[src/rtl/demux_pkg.sv]
// demux_pkg: shared sizes, invalid-select code and slot state type for demux_slot_router
package demux_pkg;
  localparam int NUM_OUT = 31;
  localparam int DATA_W = 2;
  localparam int SEL_W = 5;
  localparam int CNT_W = 8;
  localparam logic [SEL_W-1:0] INVALID_SEL = 5'd31;
  typedef enum logic {SLOT_EMPTY, SLOT_FULL} slot_state_e;
endpackage

[src/rtl/demux_slot_router_if.sv]
// demux_slot_router_if: upstream handshake, per-channel slot outputs and drop status
interface demux_slot_router_if;
  import demux_pkg::*;
  logic in_valid;
  logic in_ready;
  logic [SEL_W-1:0] in_sel;
  logic [DATA_W-1:0] in_data;
  logic [NUM_OUT*DATA_W-1:0] out_data;
  logic [NUM_OUT-1:0] out_valid;
  logic [NUM_OUT-1:0] out_ready;
  logic err_sel;
  logic [CNT_W-1:0] drop_cnt;
  modport master (
    output in_valid, in_sel, in_data, out_ready,
    input in_ready, out_data, out_valid, err_sel, drop_cnt
  );
  modport slave (
    input in_valid, in_sel, in_data, out_ready,
    output in_ready, out_data, out_valid, err_sel, drop_cnt
  );
endinterface

[src/rtl/demux_slot.sv]
// demux_slot: one-entry holding slot with valid/ready output and write strobe
module demux_slot
  import demux_pkg::*;
#(
  parameter int DW = DATA_W
) (
  input  logic clk,
  input  logic rst,
  input  logic wr,
  input  logic [DW-1:0] wdata,
  input  logic ready,
  output logic valid,
  output logic [DW-1:0] data
);
  slot_state_e state, state_n;
  // slot occupancy register
  always_ff @(posedge clk or posedge rst)
    if (rst) state <= SLOT_EMPTY;
    else state <= state_n;
  // a write always fills; otherwise a taken word empties the slot
  always_comb begin
    state_n = state;
    state_n = wr ? SLOT_FULL : (ready ? SLOT_EMPTY : state);
  end
  // payload only changes on write so an emptied slot keeps its last word
  always_ff @(posedge clk or posedge rst)
    if (rst) data <= '0;
    else if (wr) data <= wdata;
  assign valid = (state == SLOT_FULL);
endmodule

[src/rtl/demux_slot_router.sv]
// demux_slot_router: registered 1-to-31 demultiplexer with per-channel slots and drop counting
module demux_slot_router
  import demux_pkg::*;
(
  input logic clk,
  input logic rst,
  demux_slot_router_if.slave bus
);
  logic [2**SEL_W-1:0] busy;
  logic [NUM_OUT-1:0] wr;
  logic [NUM_OUT-1:0] valid_w;
  logic [NUM_OUT*DATA_W-1:0] data_w;
  logic in_range, accept, drop;
  // a channel blocks only while full and not being drained; unused select codes never block
  always_comb begin
    busy = '0;
    busy[NUM_OUT-1:0] = valid_w & ~bus.out_ready;
  end
  assign in_range = bus.in_sel <= SEL_W'(NUM_OUT - 1);
  assign bus.in_ready = !busy[bus.in_sel];
  assign accept = bus.in_valid && bus.in_ready;
  assign drop = accept && !in_range;
  for (genvar g = 0; g < NUM_OUT; g++) begin : g_slot
    assign wr[g] = accept && (bus.in_sel == SEL_W'(g));
    demux_slot #(.DW(DATA_W)) u_slot (
      .clk(clk),
      .rst(rst),
      .wr(wr[g]),
      .wdata(bus.in_data),
      .ready(bus.out_ready[g]),
      .valid(valid_w[g]),
      .data(data_w[g*DATA_W +: DATA_W])
    );
  end
  assign bus.out_valid = valid_w;
  assign bus.out_data = data_w;
  // error pulse and saturating drop count for consumed out-of-range words
  always_ff @(posedge clk or posedge rst)
    if (rst) begin
      bus.err_sel <= 1'b0;
      bus.drop_cnt <= '0;
    end else begin
      bus.err_sel <= drop;
      if (drop && bus.drop_cnt != '1) bus.drop_cnt <= bus.drop_cnt + 1'b1;
    end
endmodule

[src/flat_wrapper.sv]
// flat-port wrapper written by rule: the top's interface ports become plain ports
module demux_slot_router_flat import demux_pkg::*;
  (clk, rst, bus_in_valid, bus_in_sel, bus_in_data, bus_out_ready, bus_in_ready, bus_out_data, bus_out_valid, bus_err_sel, bus_drop_cnt);
  demux_slot_router_if bus_i ();
  input logic clk;
  input logic rst;
  input wire logic [$bits(bus_i.in_valid)-1:0] bus_in_valid;
  input wire logic [$bits(bus_i.in_sel)-1:0] bus_in_sel;
  input wire logic [$bits(bus_i.in_data)-1:0] bus_in_data;
  input wire logic [$bits(bus_i.out_ready)-1:0] bus_out_ready;
  output wire logic [$bits(bus_i.in_ready)-1:0] bus_in_ready;
  output wire logic [$bits(bus_i.out_data)-1:0] bus_out_data;
  output wire logic [$bits(bus_i.out_valid)-1:0] bus_out_valid;
  output wire logic [$bits(bus_i.err_sel)-1:0] bus_err_sel;
  output wire logic [$bits(bus_i.drop_cnt)-1:0] bus_drop_cnt;
  assign bus_i.in_valid = bus_in_valid;
  assign bus_i.in_sel = bus_in_sel;
  assign bus_i.in_data = bus_in_data;
  assign bus_i.out_ready = bus_out_ready;
  assign bus_in_ready = bus_i.in_ready;
  assign bus_out_data = bus_i.out_data;
  assign bus_out_valid = bus_i.out_valid;
  assign bus_err_sel = bus_i.err_sel;
  assign bus_drop_cnt = bus_i.drop_cnt;
  demux_slot_router u_core (.clk(clk), .rst(rst), .bus(bus_i));
endmodule
[config.mk]
export PLATFORM = sky130hd
export DESIGN_NAME = demux_slot_router_flat
export DESIGN_NICKNAME = d
export VERILOG_FILES = /design/src/rtl/demux_pkg.sv /design/src/rtl/demux_slot_router_if.sv /design/src/rtl/demux_slot.sv /design/src/rtl/demux_slot_router.sv /design/src/flat_wrapper.sv
export SDC_FILE = /design/constraint.sdc
export NUM_CORES = 1
export LEC_CHECK = 0
export ABC_AREA = 0
export BUFFER_PORTS_ARGS = -buffer_cell sky130_fd_sc_hd__buf_4
export CORE_MARGIN = 2
export CORE_UTILIZATION = 45
export DETAILED_ROUTE_END_ITERATION = 10
export GPL_ROUTABILITY_DRIVEN = 0
export PLACE_DENSITY = 0.77
export SLEW_MARGIN = 20
export SYNTH_ARGS = -nofsm -noshare
export SYNTH_HDL_FRONTEND = slang
export SYNTH_SLANG_ARGS = --single-unit
export TNS_END_PERCENT = 50
[constraint.sdc]
create_clock -name clk -period 2.9 [get_ports clk]
set_input_delay 0.145 -clock clk [delete_from_list [all_inputs] [get_ports clk]]
set_output_delay 0.145 -clock clk [all_outputs]
set_load 0.05 [all_outputs]
==> impl_metrics.csv <==
group,metric,value,unit
cts,cts_inserted_buffers,9,
synthesis,synthMuxAreaShare,15.8,%
route,viasPerCell,5.30,
setup_path,r2r_slack,0.55,ns
synthesis,synth_area_per_cell,12.4,sq um
synthesis,syn_inst,391,
pwr,p_leak,3.02,nW
die,start_util,46.6,%
layout,drive_gt1_share,47.2,%
hold_path,min_path_cells,2,
sta,achievable-frequency,375,MHz
route,drt_wl_total,12000,microns
synthesis,yosysSeqAreaShare,52.6,%
placement,place_ws,0.557,ns
sta,finalSetupTns,0,ns
sta,setup_viol,0,
layout,diodes,0,
sta,fin_ws,0.232,ns
cts,insertion_delay,0.35,ns
route,met2_length,6100,microns
setup_path,worstSetupPathDepth,9,
global_routing,antenna_found_initial,0,
setup_path,regToRegStartpoint,"u_core.g_slot[4].u_slot.valid",
setup_path,r2r_end,"u_core.g_slot[15].u_slot.data[1]",
cts,cts-resized-gates,0,
setup_path,crit_start,"bus_out_ready[2]",
layout,final_cell_mix,"buf_4 (150), dfrtp_1 (102), mux2_2 (50)",
setup_path,reg2reg_depth,7,
synthesis,ys_dominant_reg_cell,"dfrtp_1",
cts,numClockSinks,102,
sta,clock_skew,0.00793,ns
global_routing,grt_max_degree,54,
global_routing,grtUsageTotal,21.0,%
setup_path,arrival,2.52,ns
sta,slew_headroom,44.6,%
synthesis,synth-edff-count,0,
layout,finalNetCount,552,
layout,mostFrequentLayoutCell,"buf_4",
setup_path,crit_chain,"dlygate4sd3_1 -> buf_4 -> nand3b_1 -> o21ai_0 -> mux4_2 -> o21ai_4 -> buf_4 -> and2_1 -> buf_4",
setup_path,start_kind,"input port",
synthesis,ys_warn_count,0,
placement,dp_hpwl,8890,microns
setup_path,slowest_stage,"dlygate4sd3_1",
pwr,power_density,645,nW/um^2
layout,ff_latch_area,2550,sq um
synthesis,async_reset_ff_share,100,%
setup_path,required,2.76,ns
synthesis,syn_area,4860,sq um
cts,htree_num_levels,3,
cts,cts_tree,"yes",
cts,root_buffer,"clkbuf_8",
global_routing,grt_overflow,0,
synthesis,yosys.area_share.simple,15.8,%
setup_path,path_max_fanout,10,
die,io_pins,144,
placement,numPortBuffers,143,
die,die_w,108,microns
route,firstDrtPassIters,4,
global_routing,grt_pass1_vias,3578,
die,num_rows,37,
sta,worstMarginPinSlew,0.828,ns
setup_path,criticalPathCategory,"input port to output pin",
setup_path,crit_buf_inv,4,
sta,maxSlewViolCount,0,
route,top_layer,"met4",
setup_path,cp_top_family,"buffers and inverters",
cts,clk_pin_slew,0.09,ns
route,drtIter0Drc,208,
flow_run,max-cap-violations,0,
synthesis,synth_top_family_by_area,"multiplexers",
synthesis,synth_seq_cells,102,
route,wl_met1,4860,microns
global_routing,grt_pass1_wl,18700,microns
route,ant_nets,0,
die,die_h,108,microns
synthesis,synth_xor_area_share,1.26,%
layout,fillers,868,
cts,post_cts_buffers,0,
synthesis,ys_types,52,
status,status,"completed",
hold_path,min_path_type,"input port to register",
route,drc_errors,0,
synthesis,synth_fa_ha_area_share,0.258,%
synthesis,syn_nets,433,
setup_path,cp-endpoint,"bus_in_ready",
pwr,ir_drop,516,uV
setup_path,cp_common_cell,"buf_4",
sta,timing.final.crit_period,2.67,ns
die,core_region_area,10400,sq um
setup_path,cp-end-kind,"output pin",
route,via_count,3439,
sta,hold_viol,0,
layout,area_growth_syn_to_layout,25.6,%
layout,multiInputGateArea,1870,sq um
route,drt-wirelength-per-cell,18.4,microns
synthesis,synth-compound-area-share,5.23,%
setup_path,slowest_delay,0.55,ns
sta,post-route-period-util,92.0,%
sta,rsz0062_at_grt,"false",
route,route.met3.wl,772,microns
die,dieArea,11600,sq um
cts,clk_path_buf_depth,2,
## flip-flops by register name (all words and copies together), names as in the netlist
| name | cells |
|---|---|
| u_core.bus.drop_cnt | 8 |
| u_core.bus.err_sel | 1 |
| u_core.g_slot.u_slot.data | 62 |
| u_core.g_slot.u_slot.valid | 31 |
## worst reg2reg max path: stages, from the launching register on
cell and delay [ns]:
dfrtp_1 0.39, nand2b_1 0.10, o21ai_0 0.10, mux4_2 0.52, o21ai_4 0.29, buf_4 0.31, nand4_1 0.20, mux2_2 0.33
## layer usage
| layer | up-vias | GRT usage [%] |
|---|---|---|
| met5 | - | 0 |
| met4 | 0 | 6.41 |
| met3 | 18 | 4.78 |
| met2 | 145 | 35.4 |
| met1 | 1708 | 27.1 |
| li1 | 1568 | - |
## final cells by class
type                            instances  area share [%]
Multi-Input combinational cell        216            30.6
Timing Repair Buffer                  163            20.8
Clock buffer                           13            2.77
Clock inverter                          1          0.0820
Sequential cell                       102            41.8
Tap cell                              136            2.79
Inverter                               18            1.15
## cells by family (layout without fill, tap and decap cells)
logic type                 count (synthesis)  after routing
xor gates and xnor gates                   7              7
muxes                                     64             64
buffers and inverters                     73            195
DFF                                      102            102
AOI/OAI and AO/OA                         37             37
and+or+nand+nor                          107            107
adders and majority gates                  1              1
## metrics by stage
step / util (%) / std cells / cell area, sq um / power (mW) / hold WS [ns]
floorplan: - / 391 / 4860 / 2.70 / 0.230
global placement: 55.8 / 623 / 5810 / 3.11 / 0.268
detailed placement: 55.8 / 623 / 5810 / 3.14 / 0.281
CTS: 58.6 / 649 / 6100 / 3.97 / 0.00272
global route: 58.6 / 649 / 6100 / 4.10 / 0.00508
finish: 58.6 / 649 / 6100 / 3.94 / 0.0167
## power by group
group	total (mW)	switching (mW)	internal, mW	leakage (nW)
logic	1.39	0.932	0.461	1.58
clock network	0.818	0.444	0.373	0.0914
registers	1.73	0.120	1.61	1.34
total	3.94	1.50	2.44	3.02
## synth_stat cells (all sizes together), types with 2 or more instances
cell type	count	share of area [%]
clkbuf	9	0.70
nand3	5	0.52
nand4	28	6.4
and2	4	0.52
o32ai	3	0.54
nand3b	10	1.5
buf	46	6.9
nand2	18	1.4
nor2	4	0.36
xnor2	5	0.90
nor2b	8	1.0
mux2	63	15
or3b	2	0.36
dfrtp	102	53
nor3b	2	0.31
o21ai	21	2.4
xor2	2	0.36
nand2b	17	2.2
inv	18	1.4
nor3	3	0.31
## worst min path at each step
stage                                 start                        endpoint  slack (ns)
after floorplan           bus_out_ready[26]  u_core.g_slot[26].u_slot.valid        0.23
after global placement                  rst          u_core.bus.drop_cnt[3]        0.27
after detailed placement                rst          u_core.bus.drop_cnt[2]        0.28
after CTS                 bus_out_ready[30]  u_core.g_slot[30].u_slot.valid       0.003
after global routing      bus_out_ready[30]  u_core.g_slot[30].u_slot.valid       0.005
final                     bus_out_ready[30]  u_core.g_slot[30].u_slot.valid        0.02
## timing repair
action,4_1_cts,5_1_grt
endpoints found under the setup margin,0,0
hold buffers,12,0
hold endpoints to repair,60,0
No activity file was read; power rests on OpenSTA's default activity.
